--- src/rtl/bcd_scan_counter.sv ---
`default_nettype none
// ============================================================================
// Module   : bcd_scan_counter
// Purpose  : 4-digit BCD up/down event counter with multiplexed display scan,
//            held display snapshot and optional leading-zero blanking.
// Revision : 1.0 - initial release
// ============================================================================
module bcd_scan_counter #(
  parameter int SCAN_DIV = 1000,
  parameter bit BLANK_LZ = 1'b1
) (
  input  logic        clk,
  input  logic        rst,
  input  logic        clear,
  input  logic        inc,
  input  logic        dir,
  input  logic        hold,
  output logic [15:0] countValue,
  output logic        wrap,
  output logic [3:0]  bcdDigit,
  output logic [3:0]  digitSel
);

  localparam int PW = (SCAN_DIV > 2) ? $clog2(SCAN_DIV) : 1;
  localparam logic [PW-1:0] PRE_LAST = PW'(SCAN_DIV - 1);

  logic [15:0]   count;
  logic          wrap_q;
  logic [15:0]   snap;
  logic [PW-1:0] prescale;
  logic [1:0]    scan_idx;

  logic [4:0]    up_carry;
  logic [4:0]    dn_borrow;
  logic [15:0]   up_val;
  logic [15:0]   dn_val;
  logic [15:0]   count_next;
  logic          wrap_next;

  assign up_carry[0]  = 1'b1;
  assign dn_borrow[0] = 1'b1;

  // Per-digit ripple: each digit steps only when every lower digit rolled over.
  for (genvar i = 0; i < 4; i++) begin : g_digit
    logic [3:0] cur;
    assign cur            = count[4*i +: 4];
    assign up_carry[i+1]  = up_carry[i] & (cur == 4'd9);
    assign dn_borrow[i+1] = dn_borrow[i] & (cur == 4'd0);
    assign up_val[4*i +: 4] = !up_carry[i] ? cur :
                              (cur == 4'd9) ? 4'd0 : cur + 4'd1;
    assign dn_val[4*i +: 4] = !dn_borrow[i] ? cur :
                              (cur == 4'd0) ? 4'd9 : cur - 4'd1;
  end

  always_comb begin
    count_next = count;
    wrap_next  = wrap_q;
    if (clear) begin
      count_next = 16'h0000;
      wrap_next  = 1'b0;
    end else if (inc) begin
      if (dir) begin
        count_next = up_val;
        wrap_next  = wrap_q | up_carry[4];
      end else begin
        count_next = dn_val;
        wrap_next  = wrap_q | dn_borrow[4];
      end
    end
  end

  always_ff @(posedge clk) begin
    if (rst) begin
      count  <= 16'h0000;
      wrap_q <= 1'b0;
      snap   <= 16'h0000;
    end else begin
      count  <= count_next;
      wrap_q <= wrap_next;
      if (!hold) begin
        snap <= count_next;
      end
    end
  end

  // Display path: digit selection and blanking from the snapshot only.
  logic [3:0] cur_digit;
  logic [3:0] zero_from;
  logic       blank;

  assign zero_from[3] = (snap[15:12] == 4'd0);
  assign zero_from[2] = zero_from[3] & (snap[11:8] == 4'd0);
  assign zero_from[1] = zero_from[2] & (snap[7:4] == 4'd0);
  assign zero_from[0] = zero_from[1] & (snap[3:0] == 4'd0);

  always_comb begin
    cur_digit = snap[3:0];
    case (scan_idx)
      2'd0:    cur_digit = snap[3:0];
      2'd1:    cur_digit = snap[7:4];
      2'd2:    cur_digit = snap[11:8];
      default: cur_digit = snap[15:12];
    endcase
    blank = BLANK_LZ && (scan_idx != 2'd0) && zero_from[scan_idx];
  end

  always_ff @(posedge clk) begin
    if (rst) begin
      prescale <= '0;
      scan_idx <= 2'd0;
      bcdDigit <= 4'h0;
      digitSel <= 4'b0001;
    end else begin
      if (prescale == PRE_LAST) begin
        prescale <= '0;
        scan_idx <= scan_idx + 2'd1;
      end else begin
        prescale <= prescale + PW'(1);
      end
      bcdDigit <= blank ? 4'h0 : cur_digit;
      digitSel <= blank ? 4'b0000 : (4'b0001 << scan_idx);
    end
  end

  assign countValue = count;
  assign wrap       = wrap_q;

endmodule
`default_nettype wire
--- config.mk ---
export PLATFORM = sky130hd
export DESIGN_NAME = bcd_scan_counter
export DESIGN_NICKNAME = d
export VERILOG_FILES = /design/src/rtl/bcd_scan_counter.sv
export SDC_FILE = /design/constraint.sdc
export NUM_CORES = 1
export LEC_CHECK = 0
export BUFFER_PORTS_ARGS = -buffer_cell sky130_fd_sc_hd__buf_4
export CAP_MARGIN = 20
export CORE_ASPECT_RATIO = 1.4
export CORE_MARGIN = 1
export CORE_UTILIZATION = 45
export CTS_CLUSTER_SIZE = 8
export DETAILED_ROUTE_END_ITERATION = 8
export PLACE_DENSITY = 0.69
export SLEW_MARGIN = 20
export SYNTH_ARGS = -nofsm -noshare
export SYNTH_HDL_FRONTEND = slang
export SYNTH_SLANG_ARGS = --single-unit
--- constraint.sdc ---
create_clock -name clk -period 3.4 [get_ports clk]
set_clock_uncertainty 0.05 [all_clocks]
set_input_delay 0.34 -clock clk [delete_from_list [all_inputs] [get_ports clk]]
set_output_delay 0.34 -clock clk [all_outputs]
set_load 0.01 [all_outputs]
==> results of run 1 <==
## registers in the layout, summed over array words and instances, names as in the netlist
register,flops
countValue,16
wrap,1
scan_idx,2
digitSel,4
snap,16
bcdDigit,4
prescale,10
## per-layer routing
metal | up-vias | GRT usage (%) | wire length [µm]
met5 | - | 0 | 0
met4 | 0 | 10.6 | 275
met3 | 23 | 3.01 | 408
met2 | 112 | 37.5 | 3900
met1 | 1384 | 30.7 | 3430
li1 | 1430 | - | -
## synthesized netlist by cell type (3+ instances only)
cell type	number	area, µm²
dfxtp_1	53	1060
nor3_1	10	50.1
a21oi_1	25	125
o211ai_1	4	30.0
o21ai_0	13	65.1
nor3b_1	3	22.5
nor4b_1	4	35.0
a222oi_1	4	40.0
inv_1	16	60.1
o21ai_1	5	25.0
and3_1	6	37.5
a211oi_1	4	30.0
nor4_1	9	56.3
buf_1	3	11.3
xnor2_1	4	35.0
xor2_1	5	43.8
nor2_1	48	180
nand2b_1	4	25.0
clkbuf_1	13	48.8
a31oi_1	6	37.5
nand4_1	5	31.3
and2_1	7	43.8
or2_2	3	18.8
nand3b_1	3	22.5
nand3_1	13	65.1
o31ai_1	3	22.5
ha_1	18	225
nand2_1	34	128
## cell type report
| class | instances | area [µm²] |
|---|---|---|
| Clock buffer | 6 | 72.6 |
| Tap cell | 92 | 115 |
| Fill cell | 656 | 3170 |
| Multi-Input combinational cell | 293 | 1890 |
| Sequential cell | 53 | 1060 |
| Clock inverter | 2 | 15.0 |
| Inverter | 17 | 63.8 |
| Timing Repair Buffer | 30 | 225 |
## power groups by stage
stage          sequential (mW)  clock (mW)  combinational (mW)
2_1_floorplan            0.663           0               0.126
3_3_place_gp             0.669           0               0.171
3_5_place_dp             0.669           0               0.171
4_1_cts                  0.655       0.377               0.172
5_1_grt                  0.658       0.387               0.195
6_report                 0.655       0.363               0.175
## through the flow
step,hold WS [ns],util (%)
after global placement,0.380,50.8
after global routing,0.200,52.1
after CTS,0.188,52.1
after floorplan,0.368,-
final,0.199,52.1
after detailed placement,0.387,50.8
## critical path: cells and delay by family (launching register included)
family                   cells  cell delay [ns]
adder cells (fa/ha/maj)      1             0.26
AO/OA/AOI/OAI                4             1.05
flip-flops                   1             0.40
buffers and inverters        1             0.10
AND/OR/NAND/NOR              1             0.44
## worst max-delay path by stage
| stage | start | endpoint | slack, ns | depth (start not counted) |
|---|---|---|---|---|
| CTS | countValue[1] | snap[7] | 0.98 | 7 |
| floorplan | countValue[0] | snap[9] | 1.26 | 7 |
| global route | countValue[8] | snap[13] | 0.82 | 7 |
| finish | countValue[1] | snap[7] | 0.96 | 7 |
| detailed placement | countValue[1] | snap[14] | 1.03 | 7 |
| global placement | countValue[0] | snap[6] | 1.04 | 7 |
## cell families after synthesis
group,Yosys count
AND/OR/NAND/NOR,167
AO/OA/AOI/OAI,97
flip-flops,53
buffers and inverters,36
adder cells (fa/ha/maj),18
XOR/XNOR,9
multiplexers,2
==> metrics.md, run 1 <==
| Metric | Value |
|---|---|
| DPL Wire Length | `5.87 mm` |
| R2r startpoint | `countValue[1]` |
| Largest family of logic cells by synthesized area | `simple AND/OR/NAND/NOR gates` |
| Final setup TNS | `0 ns` |
| Ys Warns | `0` |
| FF+latch count, synth | `53` |
| Setup bufs post-CTS | `0` |
| Clock latency at the later pin of the worst-skew pair | `0.31 ns` |
| Buffers on Ports | `30` |
| Cell variety after synth | `68` |
| Hold Path Depth | `2` |
| Pre-CTS setup slack | `1.03 ns` |
| Internal cell power | `848 µW` |
| Vias/cell | `5.98` |
| DRT antenna net count | `0` |
| Xor and xnor area share after synthesis | `2.54%` |
| Clock network fraction of design power | `30.5%` |
| Arrival @ worst endpoint | `2.57 ns` |
| Resized cells post-CTS | `0` |
| Sw Ratio | `28.9%` |
| Syn Area/Cell | `8.12 µm²` |
| Maximum fanout along the worst path | `8` |
| Ant diodes | `0` |
| TritonCTS clock tree | `built` |
| Max-slew violation count | `0` |
| R2R setup slack | `0.96 ns` |
| CTS root buffer | `clkbuf_8` |
| Tot Pwr | `1.19 mW` |
| Area fraction in compound gates after synthesis | `21.6%` |
| Final hold violations | `0` |
| Status | `finished, final reports clean` |
| Setup crit start kind | `flip-flop` |
| Simple-Gate Fraction of Synth Area | `29.0%` |
| # hold bufs at CTS | `0` |
| DRT Pass-1 Iters | `5` |
| Sequential share of power | `54.9%` |
| CTS buffer count | `5` |
| Endpoint, Worst Hold | `countValue[2]` |
| CTS Sinks | `53` |
| Total GRT Usage | `23.3%` |
| Die ar. | `0.00723 mm²` |
| Fmax achieved | `411 MHz` |
| Rows | `35` |
| Unrepaired setup endpoints after global routing | `false` |
| Core footprint | `0.00661 mm²` |
| EDFF count, synth | `0` |
| P_sw | `345 µW` |
| Placed instance count | `485` |
| Reg2reg path depth | `7` |
| Initial Util | `46.9%` |
| DR DRC count | `0` |
| WL final | `8.01 mm` |
| Most common cell after layout, fill and taps aside | `dfxtp_1` |
| Layout cell share with drive strength beyond 1 | `13.2%` |
| CTS H-tree lvls | `2` |
| Ys async rst share | `0%` |
| Placed Area | `0.00336 mm²` |
| Finished Cell Area | `0.00345 mm²` |
| Kind of critical path | `flip-flop to flip-flop` |
| Worst-Margin Slew | `0.663 ns` |
| First-pass GRT wire length | `13.3 mm` |
| Hold Path Class | `input pin to flip-flop` |
| Die Y | `100 µm` |
| Combinational power share | `14.6%` |
| Commonest non-fill, non-tap cells in the layout | `53 x dfxtp_1, 48 x nor2_1, 34 x nand2_1` |
| Syn Inst Count | `382` |
| Sequential share of the synthesized area | `34.2%` |
| Final nets | `424` |
| Avg WL per Cell | `16.2 µm` |
| Final Cycle Share | `71.6%` |
| Hold path startpoint | `clear` |
| Area Overhead vs Synth | `11.2%` |
| Initial DRC Count | `215` |
| Max IR drop VDD | `0.000206 V` |
| # setup viols final | `0` |
| Tmin final | `2.44 ns` |
| Critical Path Most Common Cell | `o21ai_1` |
| Final global-route overflow total | `0` |
| I/O pin total | `31` |
| Worst-path clk slew | `0.10 ns` |
| Setup WS post-layout | `0.964 ns` |
| Routability congestion estimate | `0.957` |
| Clock Path Buffers | `2` |
| Largest net degree at the start of global routing | `26` |
| Post-synthesis adder-cell area fraction | `7.26%` |
| Crit end category | `flip-flop` |
| Multiplexer share of the synthesized area | `0.646%` |
| Post-route insts no fill | `493` |
| WP data required | `3.53 ns` |
| Mapped Area | `0.00310 mm²` |
| Max-Cap Viols | `0` |
| Die X | `72.2 µm` |
| Slew headroom | `55.7%` |
| Initial antenna violation count | `0` |
| Slowest CP cell | `a221oi_1` |
| Largest stage delay, worst path | `0.57 ns` |
| Via count | `2949` |
| Number of global-route vias before repair | `2716` |
| Syn nets | `406` |
| Most common flop cell mapped by yosys | `dfxtp_1` |
| Pleak | `1.31 nW` |
| Reg-to-reg critical path endpoint | `snap[7]` |
| Pwr/cell area | `346 mW/mm²` |
| Worst-path cell chain | `inv_1 > ha_1 > or3b_4 > o41ai_1 > o21ai_1 > a221oi_1 > o21ai_1` |
Power figures use the tool's default switching activity.
==> inputs of run 2 (changes only) <==
clock period = 2.5 ns   (was 3.4 ns; I/O delays follow)
==> metrics.md, run 2 (synthesized netlist as in run 1, its figures left out) <==
| Metric | Value |
|---|---|
| Status | `finished, final reports clean` |
| CTS Sinks | `53 (unchanged)` |
| Most common cell after layout, fill and taps aside | `dfxtp_1` |
| Final nets | `433 (+2.1%)` |
| DR DRC count | `0 (unchanged)` |
| Maximum fanout along the worst path | `8 (unchanged)` |
| Routability congestion estimate | `0.951 (-0.59%)` |
| Unrepaired setup endpoints after global routing | `false` |
| Kind of critical path | `flip-flop to flip-flop` |
| Final core utilization | `53.2% (+1.1 points)` |
| Final hold violations | `0 (unchanged)` |
| Final setup TNS | `0 ns (unchanged)` |
| Initial Util | `46.9% (unchanged)` |
| Commonest non-fill, non-tap cells in the layout | `53 x dfxtp_1, 48 x nor2_1, 39 x buf_4` |
| WL final | `8.22 mm (+2.6%)` |
| Combinational power share | `15.4% (+0.8 points)` |
| Pwr/cell area | `468 mW/mm² (+35%)` |
| # hold bufs at CTS | `0 (unchanged)` |
| Sequential share of power | `53.9% (-1.0 points)` |
| Slew headroom | `58.1% (+2.4 points)` |
| Final Cycle Share | `97.6% (+26 points)` |
| Total GRT Usage | `23.6% (+0.29 points)` |
| Avg WL per Cell | `16.4 µm (+0.81%)` |
| Ant diodes | `0 (unchanged)` |
| WP data required | `2.64 ns (-0.89 ns)` |
| Die ar. | `0.00723 mm² (unchanged)` |
| I/O pin total | `31 (unchanged)` |
| Clock latency at the later pin of the worst-skew pair | `0.31 ns (about the same)` |
| Initial DRC Count | `227 (+5.6%)` |
| Area Overhead vs Synth | `13.4%` |
| Number of global-route vias before repair | `2800 (+3.1%)` |
| Setup crit start kind | `flip-flop` |
| Finished Cell Area | `0.00352 mm² (+2.0%)` |
| Hold Path Class | `input pin to flip-flop` |
| Sw Ratio | `29.4% (+0.47 points)` |
| Die X | `72.2 µm (unchanged)` |
| Initial antenna violation count | `0 (unchanged)` |
| Vias/cell | `6.01 (+0.41%)` |
| Setup bufs post-CTS | `0 (unchanged)` |
| Final global-route overflow total | `0 (unchanged)` |
| Arrival @ worst endpoint | `2.58 ns (about the same)` |
| Internal cell power | `1.16 mW (+37%)` |
| Fmax achieved | `410 MHz (-0.17%)` |
| Max-Cap Viols | `0 (unchanged)` |
| Clock network fraction of design power | `30.7% (+0.2 points)` |
| Rows | `35 (unchanged)` |
| DRT antenna net count | `0 (unchanged)` |
| Resized cells post-CTS | `0 (unchanged)` |
| Buffers on Ports | `30 (unchanged)` |
| Layout cell share with drive strength beyond 1 | `15.4% (+2.1 points)` |
| CTS root buffer | `clkbuf_8` |
| CTS buffer count | `5 (unchanged)` |
| Die Y | `100 µm (unchanged)` |
| Placed Area | `0.00343 mm² (+2.0%)` |
| DRT Pass-1 Iters | `5 (unchanged)` |
| CTS H-tree lvls | `2 (unchanged)` |
| Clock Path Buffers | `2 (unchanged)` |
| Via count | `3015 (+2.2%)` |
| R2R setup slack | `0.06 ns (-0.90 ns)` |
| Max-slew violation count | `0 (unchanged)` |
| FILL cells | `636 (-3.0%)` |
| DPL Wire Length | `6.15 mm (+4.7%)` |
| Max IR drop VDD | `0.000349 V (+70%)` |
| Worst-Margin Slew | `0.623 ns (-0.0395 ns)` |
| Core footprint | `0.00661 mm² (unchanged)` |
| Tmin final | `2.44 ns (+0.00412 ns)` |
| First-pass GRT wire length | `13.5 mm (+1.1%)` |
| # setup viols final | `0 (unchanged)` |
| TritonCTS clock tree | `built` |
| Pleak | `1.36 nW (+3.8%)` |
| P_sw | `484 µW (+40%)` |
| Worst-path clk slew | `0.10 ns (about the same)` |
| Crit end category | `flip-flop` |
| Largest net degree at the start of global routing | `26 (unchanged)` |
-- run 2: worst paths after layout --
| path | start | end | depth (start not counted) |
|---|---|---|---|
| max | countValue[0] | snap[14] | 7 |
| min | clear | countValue[2] | 2 |
| max reg2reg | countValue[0] | snap[14] | 7 |
| min reg2reg | prescale[0] | prescale[0] | 1 |
-- run 2: final cells by class --
cell class	count	area, µm²	area share [%]
clock inverter	3	21.3	0.605
clock buffer	5	68.8	1.96
multi-input combinational	293	1890	53.9
tap	92	115	3.27
sequential	53	1060	30.2
inverter	17	63.8	1.81
timing repair buffer	39	293	8.32
-- run 2: power groups by stage --
stage	registers (mW)	clock network (mW)	logic, mW
after floorplan	0.902	0	0.171
after CTS	0.887	0.518	0.249
after global placement	0.906	0	0.247
after global routing	0.891	0.547	0.278
after detailed placement	0.907	0	0.248
final	0.888	0.506	0.254
-- run 2: worst max-delay path: stages (launching register included) --
cell     delay (ns)
dfxtp_1        0.39
inv_1          0.11
ha_1           0.25
or3b_4         0.43
nor2_1         0.23
a41oi_1        0.16
nor4_1         0.60
o21ai_1        0.10
-- run 2: per-stage QoR --
step / power (mW) / hold WS, ns / worst slack (ns) / cells
floorplan: 1.07 / 0.279 / 0.360 / 382
finish: 1.65 / 0.126 / 0.0604 / 502
detailed placement: 1.15 / 0.406 / 0.123 / 494
global route: 1.72 / 0.111 / 0.0226 / 502
CTS: 1.65 / 0.108 / 0.0903 / 502
global placement: 1.15 / 0.379 / 0.129 / 494
-- run 2: per-layer routing --
layer | vias up | part of all wire, % | GRT usage [%]
met5 | - | 0 | 0
met4 | 0 | 4.1 | 14.0
met3 | 29 | 5.3 | 3.61
met2 | 143 | 48 | 38.7
met1 | 1393 | 42 | 28.7
li1 | 1450 | - | -
==> inputs of run 3 (changes only) <==
CELL_PAD_IN_SITES_DETAIL_PLACEMENT = 0   (was default)
CELL_PAD_IN_SITES_GLOBAL_PLACEMENT = 1   (was default)
CORE_UTILIZATION = 44   (was 45)
PLACE_DENSITY = 0.84   (was 0.69)
==> metrics.md, run 3 (synthesized netlist as in run 1, its figures left out) <==
| Metric | Value |
|---|---|
| Placed Area | `0.00343 mm² (unchanged)` |
| Max-slew violation count | `0 (unchanged)` |
| Layout cell share with drive strength beyond 1 | `15.2% (-0.21 points)` |
| CTS Sinks | `53 (unchanged)` |
| Endpoint, Worst Hold | `countValue[2]` |
| CTS root buffer | `clkbuf_8` |
| DR DRC count | `0 (unchanged)` |
| WP data required | `2.64 ns (about the same)` |
| Final core utilization | `52.5% (-0.70 points)` |
| DRT antenna net count | `0 (unchanged)` |
| First-pass GRT wire length | `13.5 mm (+0.56%)` |
| Setup crit start kind | `flip-flop` |
| DPL Wire Length | `6.15 mm (+0.13%)` |
| CTS buffer count | `5 (unchanged)` |
| Clock latency at the later pin of the worst-skew pair | `0.31 ns (about the same)` |
| Die X | `72.9 µm (+1.1%)` |
| Finished Cell Area | `0.00352 mm² (unchanged)` |
| # setup viols final | `0 (unchanged)` |
| Rows | `35 (unchanged)` |
| Sw Ratio | `28.2% (-1.2 points)` |
| Sequential share of power | `53.8% (about the same)` |
| Reg2reg path depth | `7 (unchanged)` |
| Hold Path Depth | `2 (unchanged)` |
| Resized cells post-CTS | `0 (unchanged)` |
| Final Cycle Share | `93.2% (-4.4 points)` |
| Area Overhead vs Synth | `13.4% (unchanged)` |
| Tot Pwr | `1.65 mW (+0.26%)` |
| Initial Util | `46.3% (-0.61 points)` |
| DRT Pass-1 Iters | `5 (unchanged)` |
| Max-Cap Viols | `0 (unchanged)` |
| CTS H-tree lvls | `2 (unchanged)` |
| Internal cell power | `1.19 mW (+1.9%)` |
| Most common cell after layout, fill and taps aside | `dfxtp_1` |
| Worst-path clk slew | `0.09 ns (about the same)` |
| I/O pin total | `31 (unchanged)` |
| Die Y | `101 µm (+1.1%)` |
| Setup bufs post-CTS | `0 (unchanged)` |
| Reg-to-reg critical path endpoint | `snap[6]` |
| Tmin final | `2.33 ns (-0.111 ns)` |
| Number of global-route vias before repair | `2681 (-4.3%)` |
| Final setup TNS | `0 ns (unchanged)` |
| Slew headroom | `62.0% (+3.9 points)` |
| Vias/cell | `5.84 (-2.7%)` |
| Buffers on Ports | `30 (unchanged)` |
| Placed instance count | `494 (unchanged)` |
| Worst-Margin Slew | `0.562 ns (-0.0609 ns)` |
| Pwr/cell area | `470 mW/mm² (+0.26%)` |
| Via count | `2927 (-2.9%)` |
| # hold bufs at CTS | `0 (unchanged)` |
| Final hold violations | `0 (unchanged)` |
| Combinational power share | `15.5% (about the same)` |
| Hold path startpoint | `clear` |
| Status | `finished, final reports clean` |
| R2R setup slack | `0.17 ns (+0.11 ns)` |
| Hold Path Class | `input pin to flip-flop` |
| P_sw | `465 µW (-3.7%)` |
| Fmax achieved | `429 MHz (+4.8%)` |
| Maximum fanout along the worst path | `8 (unchanged)` |
| Avg WL per Cell | `16.5 µm (+0.49%)` |
| Initial DRC Count | `459 (+100%)` |
| Final global-route overflow total | `0 (unchanged)` |
| Pleak | `1.36 nW (-0.14%)` |
| Commonest non-fill, non-tap cells in the layout | `53 x dfxtp_1, 48 x nor2_1, 39 x buf_4` |
| R2r startpoint | `countValue[1]` |
| Largest net degree at the start of global routing | `26 (unchanged)` |
| Max IR drop VDD | `0.000383 V (+9.6%)` |
| Post-route insts no fill | `501 (-0.20%)` |
| WL final | `8.25 mm (+0.29%)` |
| TritonCTS clock tree | `built` |
| Core footprint | `0.00670 mm² (+1.3%)` |
| Final nets | `433 (unchanged)` |
| Ant diodes | `0 (unchanged)` |
| Arrival @ worst endpoint | `2.47 ns (-0.11 ns)` |
| Clock network fraction of design power | `30.7% (about the same)` |
| Kind of critical path | `flip-flop to flip-flop` |
| Routability congestion estimate | `0.924 (-2.8%)` |
| Initial antenna violation count | `0 (unchanged)` |
| Total GRT Usage | `23.6% (+0.059 points)` |
| Crit end category | `flip-flop` |
| Unrepaired setup endpoints after global routing | `false` |
| Clock Path Buffers | `2 (unchanged)` |
| Die ar. | `0.00739 mm² (+2.2%)` |
## run 3: cell count changes in the layout (fill, tap and decap cells not counted), sizes merged
cell,delta
inv,-1
clkinv,-1
clkbuf,+1
## run 3: layout make-up
| class | count | area [µm²] |
|---|---|---|
| inverters | 17 | 63.8 |
| fillers | 644 | 3180 |
| clock inverters | 1 | 7.51 |
| clock buffers | 6 | 82.6 |
| multi-input cells | 293 | 1890 |
| well taps | 92 | 115 |
| repair buffers | 39 | 293 |
| flip-flops and latches | 53 | 1060 |
## run 3: worst max-delay path, stage by stage, from the launching register on
cell and delay (ns):
dfxtp_1 0.38, inv_1 0.11, ha_1 0.24, nor3b_2 0.45, nand2_1 0.16, and3_1 0.21, o31a_1 0.31, a221o_1 0.32
## run 3: through the flow
| stage | setup WS (ns) | hold slack (ns) |
|---|---|---|
| after floorplan | 0.360 | 0.279 |
| after global placement | 0.274 | 0.378 |
| after detailed placement | 0.242 | 0.396 |
| after CTS | 0.216 | 0.121 |
| after global routing | 0.0395 | 0.122 |
| final | 0.171 | 0.120 |
## run 3: worst max path at each step
stage | cells after the start | start | slack, ns | to
final | 7 | countValue[1] | 0.17 | snap[6]
after global routing | 7 | countValue[1] | 0.04 | snap[14]
after CTS | 6 | countValue[1] | 0.22 | snap[8]
after detailed placement | 6 | countValue[1] | 0.24 | snap[8]
after global placement | 6 | countValue[0] | 0.27 | snap[8]
after floorplan | 7 | countValue[0] | 0.36 | snap[9]
## run 3: power by group through the flow
stage / Combinational, mW / Sequential, mW / Clock (mW)
2_1_floorplan: 0.171 / 0.902 / 0
3_3_place_gp: 0.250 / 0.908 / 0
3_5_place_dp: 0.250 / 0.908 / 0
4_1_cts: 0.251 / 0.889 / 0.514
5_1_grt: 0.279 / 0.893 / 0.552
6_report: 0.256 / 0.889 / 0.507
## run 3: routing by layer
metal / global-route usage [%] / wire length (µm)
met5: 0 / 0
met4: 13.1 / 373
met3: 3.28 / 385
met2: 39.3 / 4010
met1: 29.1 / 3480
